**src/rtl/hazard_detection_unit_if.sv**
```systemverilog
// Bundle of pipeline-side hazard inputs and buffer control outputs for hazard_detection_unit.
// The slave modport belongs to the unit; the master modport belongs to the pipeline driving it.
interface hazard_detection_unit_if #(
  parameter int REG_W = 4,
  parameter int CNT_W = 16
);
  logic [REG_W-1:0] IF_ID_RegisterOp1;
  logic [REG_W-1:0] IF_ID_RegisterOp2;
  logic             IF_ID_UsesOp1;
  logic             IF_ID_UsesOp2;
  logic [REG_W-1:0] ID_EX_RegisterOp1;
  logic             ID_EX_MemRead;
  logic             ID_EX_MulDiv;
  logic             EX_BranchTaken;

  logic             PC_Write;
  logic             IF_ID_Write;
  logic             IF_ID_Flush;
  logic             ID_EX_Write;
  logic             ID_EX_Bubble;
  logic             EX_MEM_Bubble;
  logic [1:0]       Hazard_State;
  logic [CNT_W-1:0] Stall_Count;

  modport master (
    output IF_ID_RegisterOp1, IF_ID_RegisterOp2, IF_ID_UsesOp1, IF_ID_UsesOp2,
    output ID_EX_RegisterOp1, ID_EX_MemRead, ID_EX_MulDiv, EX_BranchTaken,
    input  PC_Write, IF_ID_Write, IF_ID_Flush, ID_EX_Write, ID_EX_Bubble,
    input  EX_MEM_Bubble, Hazard_State, Stall_Count
  );

  modport slave (
    input  IF_ID_RegisterOp1, IF_ID_RegisterOp2, IF_ID_UsesOp1, IF_ID_UsesOp2,
    input  ID_EX_RegisterOp1, ID_EX_MemRead, ID_EX_MulDiv, EX_BranchTaken,
    output PC_Write, IF_ID_Write, IF_ID_Flush, ID_EX_Write, ID_EX_Bubble,
    output EX_MEM_Bubble, Hazard_State, Stall_Count
  );
endinterface

```
**src/rtl/hazard_detection_unit.sv**
```systemverilog
// Resolves load-use stalls, multi-cycle MUL/DIV EX freezes and taken-branch flushes by
// driving the pipeline buffer enables and bubble controls; also counts PC stall cycles.
module hazard_detection_unit #(
  parameter int REG_W         = 4,
  parameter int MULDIV_CYCLES = 4,
  parameter int CNT_W         = 16
) (
  input  logic                   clk,
  input  logic                   rst,
  hazard_detection_unit_if.slave hif
);

  localparam logic [1:0] ST_IDLE    = 2'b00;
  localparam logic [1:0] ST_MD_BUSY = 2'b01;
  localparam logic [1:0] ST_MD_LAST = 2'b10;

  localparam logic [3:0] CNT_LOAD       = 4'(MULDIV_CYCLES - 2);
  localparam logic [1:0] ST_AFTER_START = (MULDIV_CYCLES > 2) ? ST_MD_BUSY : ST_MD_LAST;

  logic [1:0]       state;
  logic [1:0]       state_nxt;
  logic [3:0]       cnt;
  logic [3:0]       cnt_nxt;
  logic [CNT_W-1:0] stall_count;

  logic pc_write;
  logic if_id_write;
  logic if_id_flush;
  logic id_ex_write;
  logic id_ex_bubble;
  logic ex_mem_bubble;
  logic load_use;

  assign load_use = hif.ID_EX_MemRead
                  & (hif.ID_EX_RegisterOp1 != {REG_W{1'b0}})
                  & ((hif.IF_ID_UsesOp1 & (hif.IF_ID_RegisterOp1 == hif.ID_EX_RegisterOp1))
                   | (hif.IF_ID_UsesOp2 & (hif.IF_ID_RegisterOp2 == hif.ID_EX_RegisterOp1)));

  always_comb begin
    pc_write      = 1'b1;
    if_id_write   = 1'b1;
    if_id_flush   = 1'b0;
    id_ex_write   = 1'b1;
    id_ex_bubble  = 1'b0;
    ex_mem_bubble = 1'b0;
    state_nxt     = state;
    cnt_nxt       = cnt;

    if (rst) begin
      pc_write      = 1'b0;
      if_id_write   = 1'b0;
      if_id_flush   = 1'b1;
      id_ex_bubble  = 1'b1;
      ex_mem_bubble = 1'b1;
      state_nxt     = ST_IDLE;
      cnt_nxt       = 4'd0;
    end else begin
      case (state)
        ST_IDLE: begin
          if (hif.ID_EX_MulDiv) begin
            pc_write      = 1'b0;
            if_id_write   = 1'b0;
            id_ex_write   = 1'b0;
            ex_mem_bubble = 1'b1;
            cnt_nxt       = CNT_LOAD;
            state_nxt     = ST_AFTER_START;
          end else if (hif.EX_BranchTaken) begin
            if_id_flush  = 1'b1;
            id_ex_bubble = 1'b1;
          end else if (load_use) begin
            pc_write     = 1'b0;
            if_id_write  = 1'b0;
            id_ex_bubble = 1'b1;
          end
        end

        // cnt holds the busy cycles still owed; leave for MD_LAST as the last one is spent
        ST_MD_BUSY: begin
          pc_write      = 1'b0;
          if_id_write   = 1'b0;
          id_ex_write   = 1'b0;
          ex_mem_bubble = 1'b1;
          cnt_nxt       = (cnt == 4'd0) ? 4'd0 : cnt - 4'd1;
          if (cnt <= 4'd1) begin
            state_nxt = ST_MD_LAST;
          end
        end

        // The finished op is still in EX here, so its MulDiv flag must not retrigger
        ST_MD_LAST: begin
          if (load_use) begin
            pc_write     = 1'b0;
            if_id_write  = 1'b0;
            id_ex_bubble = 1'b1;
          end
          state_nxt = ST_IDLE;
        end

        default: begin
          state_nxt = ST_IDLE;
        end
      endcase
    end
  end

  always_ff @(posedge clk) begin
    state <= state_nxt;
    cnt   <= cnt_nxt;
    if (rst) begin
      stall_count <= '0;
    end else if (!pc_write && (stall_count != {CNT_W{1'b1}})) begin
      stall_count <= stall_count + {{(CNT_W-1){1'b0}}, 1'b1};
    end
  end

  assign hif.PC_Write      = pc_write;
  assign hif.IF_ID_Write   = if_id_write;
  assign hif.IF_ID_Flush   = if_id_flush;
  assign hif.ID_EX_Write   = id_ex_write;
  assign hif.ID_EX_Bubble  = id_ex_bubble;
  assign hif.EX_MEM_Bubble = ex_mem_bubble;
  assign hif.Hazard_State  = state;
  assign hif.Stall_Count   = stall_count;

endmodule

```
**src/flat_wrapper.sv**
```systemverilog
// flat-port wrapper written by rule: the top's interface ports become plain ports
module hazard_detection_unit_flat 
#(
  parameter int REG_W         = 4,
  parameter int MULDIV_CYCLES = 4,
  parameter int CNT_W         = 16
)
  (clk, rst, hif_IF_ID_RegisterOp1, hif_IF_ID_RegisterOp2, hif_IF_ID_UsesOp1, hif_IF_ID_UsesOp2, hif_ID_EX_RegisterOp1, hif_ID_EX_MemRead, hif_ID_EX_MulDiv, hif_EX_BranchTaken, hif_PC_Write, hif_IF_ID_Write, hif_IF_ID_Flush, hif_ID_EX_Write, hif_ID_EX_Bubble, hif_EX_MEM_Bubble, hif_Hazard_State, hif_Stall_Count);
  hazard_detection_unit_if #(.REG_W(REG_W), .CNT_W(CNT_W)) hif_i ();
  input  logic clk;
  input  logic rst;
  input wire logic [$bits(hif_i.IF_ID_RegisterOp1)-1:0] hif_IF_ID_RegisterOp1;
  input wire logic [$bits(hif_i.IF_ID_RegisterOp2)-1:0] hif_IF_ID_RegisterOp2;
  input wire logic [$bits(hif_i.IF_ID_UsesOp1)-1:0] hif_IF_ID_UsesOp1;
  input wire logic [$bits(hif_i.IF_ID_UsesOp2)-1:0] hif_IF_ID_UsesOp2;
  input wire logic [$bits(hif_i.ID_EX_RegisterOp1)-1:0] hif_ID_EX_RegisterOp1;
  input wire logic [$bits(hif_i.ID_EX_MemRead)-1:0] hif_ID_EX_MemRead;
  input wire logic [$bits(hif_i.ID_EX_MulDiv)-1:0] hif_ID_EX_MulDiv;
  input wire logic [$bits(hif_i.EX_BranchTaken)-1:0] hif_EX_BranchTaken;
  output wire logic [$bits(hif_i.PC_Write)-1:0] hif_PC_Write;
  output wire logic [$bits(hif_i.IF_ID_Write)-1:0] hif_IF_ID_Write;
  output wire logic [$bits(hif_i.IF_ID_Flush)-1:0] hif_IF_ID_Flush;
  output wire logic [$bits(hif_i.ID_EX_Write)-1:0] hif_ID_EX_Write;
  output wire logic [$bits(hif_i.ID_EX_Bubble)-1:0] hif_ID_EX_Bubble;
  output wire logic [$bits(hif_i.EX_MEM_Bubble)-1:0] hif_EX_MEM_Bubble;
  output wire logic [$bits(hif_i.Hazard_State)-1:0] hif_Hazard_State;
  output wire logic [$bits(hif_i.Stall_Count)-1:0] hif_Stall_Count;
  assign hif_i.IF_ID_RegisterOp1 = hif_IF_ID_RegisterOp1;
  assign hif_i.IF_ID_RegisterOp2 = hif_IF_ID_RegisterOp2;
  assign hif_i.IF_ID_UsesOp1 = hif_IF_ID_UsesOp1;
  assign hif_i.IF_ID_UsesOp2 = hif_IF_ID_UsesOp2;
  assign hif_i.ID_EX_RegisterOp1 = hif_ID_EX_RegisterOp1;
  assign hif_i.ID_EX_MemRead = hif_ID_EX_MemRead;
  assign hif_i.ID_EX_MulDiv = hif_ID_EX_MulDiv;
  assign hif_i.EX_BranchTaken = hif_EX_BranchTaken;
  assign hif_PC_Write = hif_i.PC_Write;
  assign hif_IF_ID_Write = hif_i.IF_ID_Write;
  assign hif_IF_ID_Flush = hif_i.IF_ID_Flush;
  assign hif_ID_EX_Write = hif_i.ID_EX_Write;
  assign hif_ID_EX_Bubble = hif_i.ID_EX_Bubble;
  assign hif_EX_MEM_Bubble = hif_i.EX_MEM_Bubble;
  assign hif_Hazard_State = hif_i.Hazard_State;
  assign hif_Stall_Count = hif_i.Stall_Count;
  hazard_detection_unit #(.REG_W(REG_W), .MULDIV_CYCLES(MULDIV_CYCLES), .CNT_W(CNT_W)) u_core (.clk(clk), .rst(rst), .hif(hif_i));
endmodule
```
**config.mk**
```make
export PLATFORM = sky130hd
export DESIGN_NAME = hazard_detection_unit_flat
export DESIGN_NICKNAME = d
export VERILOG_FILES = /design/src/rtl/hazard_detection_unit_if.sv /design/src/rtl/hazard_detection_unit.sv /design/src/flat_wrapper.sv
export SDC_FILE = /design/constraint.sdc
export NUM_CORES = 1
export LEC_CHECK = 0
export CAP_MARGIN = 0
export CORE_UTILIZATION = 60
export DETAILED_ROUTE_END_ITERATION = 8
export DONT_BUFFER_PORTS = 1
export PLACE_DENSITY = 0.78
export SYNTH_ARGS = -nofsm -noshare
export SYNTH_HDL_FRONTEND = slang
export SYNTH_SLANG_ARGS = --single-unit
```
**constraint.sdc**
```tcl
create_clock -name clk -period 2.32 [get_ports clk]
set_input_delay 0.464 -clock clk [delete_from_list [all_inputs] [get_ports clk]]
set_output_delay 0.464 -clock clk [all_outputs]
set_load 0.005 [all_outputs]
```
==> results by group <==
STA
  • Rel. slew slack: 65.03%
  • Crit path time final: ~2.1 ns
  • Clk_skew: ~0.00095 ns
  • Worst Tran Pin Value: approximately 0.52 ns
  • Worst Hold Slack: a little over 0.2 ns
  • Fmax: ~0.47 GHz
  • Unrepaired setup endpoints after global routing: no
  • Final setup viols: 0
  • Slew Limit Fails: 0
  • Post-Route Setup TNS: 0 ns
  • Fin. Hold Viols: 0
  • Crit share post-route: approximately nine tenths

CTS
  • Worst-path clk slew: roughly 0.12 ns
  • H-tree level count: 1
  • Longest Clk Path Bufs: 2
  • Cts bufs inserted: 3
  • Clock sink count: 22
  • Worst-Skew Late Latency: about 0.31 ns
  • Root Driver: clkbuf_4
  • # Post-CTS Setup Buffers: 0
  • TritonCTS clock tree: done
  • CTS Hold Bufs: 0

Logic synthesis
  • Synth unique cells: 49
  • Mux share of post-synthesis cell area: between 10% and 20%
  • Largest family of logic cells by synthesized area: simple AND/OR/NAND/NOR gates
  • Post-Synth Simple-Gate Area: about a third
  • Synth Cell Area: approximately 0.0015 mm²
  • Syn Nets: between 150 and 200
  • Mean area per synthesized cell: 8.472 µm²
  • EDFF count, synth: 0
  • Flops & latches, synth: 22
  • Cells after Synth: ~180
  • Synth warn: 0
  • Synth Area in Compound Gates: between 10% and 20%
  • Cell taking the most area after synthesis: dfxtp_1
  • Top post-synthesis cells by area: dfxtp_1 29%, mux2_1 8.2%, nor2b_1 5.8%
  • Post-synthesis sequential area ratio: 29.04%
  • Xor-xnor portion of the synthesized cell area: 4.620%
  • Post-synth top area share: roughly 29%
  • Synthesized-area fraction occupied by adder cells: less than 1%
  • Ys async rst share: 0%
  • Top FF cell, synth: dfxtp_1

Drt
  • TritonRoute pass-1 iters: 4
  • Antenna-violating nets left: 0
  • DR iter-0 viols: 23
  • Post-Route WL: 3175 µm
  • Wire per inst: 15.49 µm
  • Vias per inst: 6.385
  • Vias: between 1,000 and 1,500
  • DRC Markers: 0

Worst setup path
  • Critical Path Fanout Max: 16
  • Worst Path Arrival: about 1.7 ns
  • Critical Path Max Stage Delay: 0.59 ns
  • CP endpoint kind: output pin
  • Critical-path cell list: a21oi_1 -> o211ai_4 -> and2_1
  • Startpoint type of the worst setup path: flip-flop
  • Required time worst endpoint: 1.86 ns
  • Critical path type: reg2out
  • Slowest cell on the critical path: dfxtp_1

Layout
  • Most common cell after layout, fill and taps aside: dfxtp_1
  • Area delta synth->final: 3.465%
  • Most frequent cells in the layout: 21 x dfxtp_1, 19 x nor2_1, 18 x nand2_1, 14 x nor2b_1, 11 x mux2_1
  • Share of layout cells above drive strength 1: 12.43%
  • Fillers: 190
  • Final core utilization: between 60% and 70%
  • Ant. Diodes: 0
  • Final Instance Area: 0.001569 mm²
  • NumNets Final: 198

Place
  • Detailed Place HPWL: about 2400 µm
  • Post-DP Area: ~0.0015 mm²
  • IO Port Bufs: 0
  • Gpl congestion: slightly below 0.8

Run status
  • Outcome: complete, no violations

Global route
  • First-pass GRT wire length: just over 5000 µm
  • GRT overflow: 0
  • Initial antenna violation count: 0
  • GRT Total Usage: between 20% and 30%
  • Vias in the first global route: about 1,200
  • Largest net degree at the start of global routing: 37

Die
  • Placement Rows: 17
  • Die height: ~52 µm
  • Die width: 52.28 µm
  • # IOs: 43
  • Total core area: 0.002297 mm²
  • Die area: roughly 0.0027 mm²
  • Starting Density: 66.01%

Pwr
  • Leak: just under 0.6 nW
  • Peak supply drop: roughly 0.37 mV
  • Tot Pwr: around 0.00073 W
  • PwrDens: 465.6 mW/mm²

Hold path
  • Worst hold path class: in2reg

Run
  • Max Cap Viol: 0
## layout make-up
| cell class | instances | area, µm² | share of cell area [%] |
|---|---|---|---|
| clock buffer | 4 | 36.28 | 2.313 |
| timing repair buffer | 2 | 15.01 | 0.9569 |
| inverter | 4 | 15.01 | 0.9569 |
| sequential | 22 | 441.7 | 28.15 |
| tap | 28 | 35.03 | 2.233 |
| multi-input combinational | 145 | 1026 | 65.39 |
## worst paths after layout
kind | cells past startpoint | slack (ns) | start | end
min | 1 | 0.21 | rst | u_core.cnt[2]
max | 3 | 0.19 | u_core.hif.Hazard_State[0] | hif_PC_Write
min reg2reg | 1 | 0.49 | u_core.cnt[3] | u_core.cnt[3]
max reg2reg | 7 | 0.30 | u_core.hif.Stall_Count[0] | u_core.hif.Stall_Count[13]
## cells in the mapped netlist, types with 2 or more instances
cell type  number
dfxtp_1        22
nor2_1         19
nand2_1        18
nor2b_1        14
mux2_1         11
a21oi_1        10
nand3_1         8
nand4_1         6
xor2_1          6
o21ai_1         5
clkbuf_1        4
inv_1           4
a211oi_2        3
mux2i_1         3
nor3_1          3
or4_1           3
a211oi_1        2
and3_1          2
buf_2           2
nor4_1          2
nor4_4          2
o21ai_0         2
xnor2_1         2
## layer usage
layer  vias up  global-route usage (%)  wire [µm]
met5         -                       0          0
met4         0                   7.018         50
met3         6                   6.087        223
met2        40                   41.88       1517
met1       621                   31.11       1384
li1        642                       -          -
## critical path, delay by kind of cell (launching register included)
family | cells | cell delay (ns)
compound gates | 2 | 0.48
flops | 1 | 0.59
simple gates | 1 | 0.29
## per-stage QoR
stage               std cells  setup WS (ns)
floorplan                 179         0.2679
global placement          201         0.1761
detailed placement        201        0.08229
CTS                       205        0.08489
global route              205        0.06656
finish                    205         0.1868
## what timing repair did
item | CTS | global route
endpoints found under the hold margin | 0 | 0
endpoints found under the setup margin | 2 | 2
resized for setup | 1 | 1
## kinds of logic after synthesis
kind of cell | count (synthesis)
multiplexers | 14
XOR/XNOR | 8
AND/OR/NAND/NOR | 90
buffers and inverters | 12
AO/OA/AOI/OAI | 32
flip-flops | 22
adder cells (fa/ha/maj) | 1
## sequential cells by signal, summed over array words and instances (netlist names)
register	flops
u_core.hif.Stall_Count	16
u_core.hif.Hazard_State	2
u_core.cnt	4
## where the power goes
| part | switching (W) | internal (W) |
|---|---|---|
| registers | 0.0000210 | 0.000390 |
| clock network | 0.000120 | 0.0000959 |
| logic | 0.0000615 | 0.0000426 |
| total | 0.000202 | 0.000528 |
Note: power is estimated with default switching activity, not from simulation.
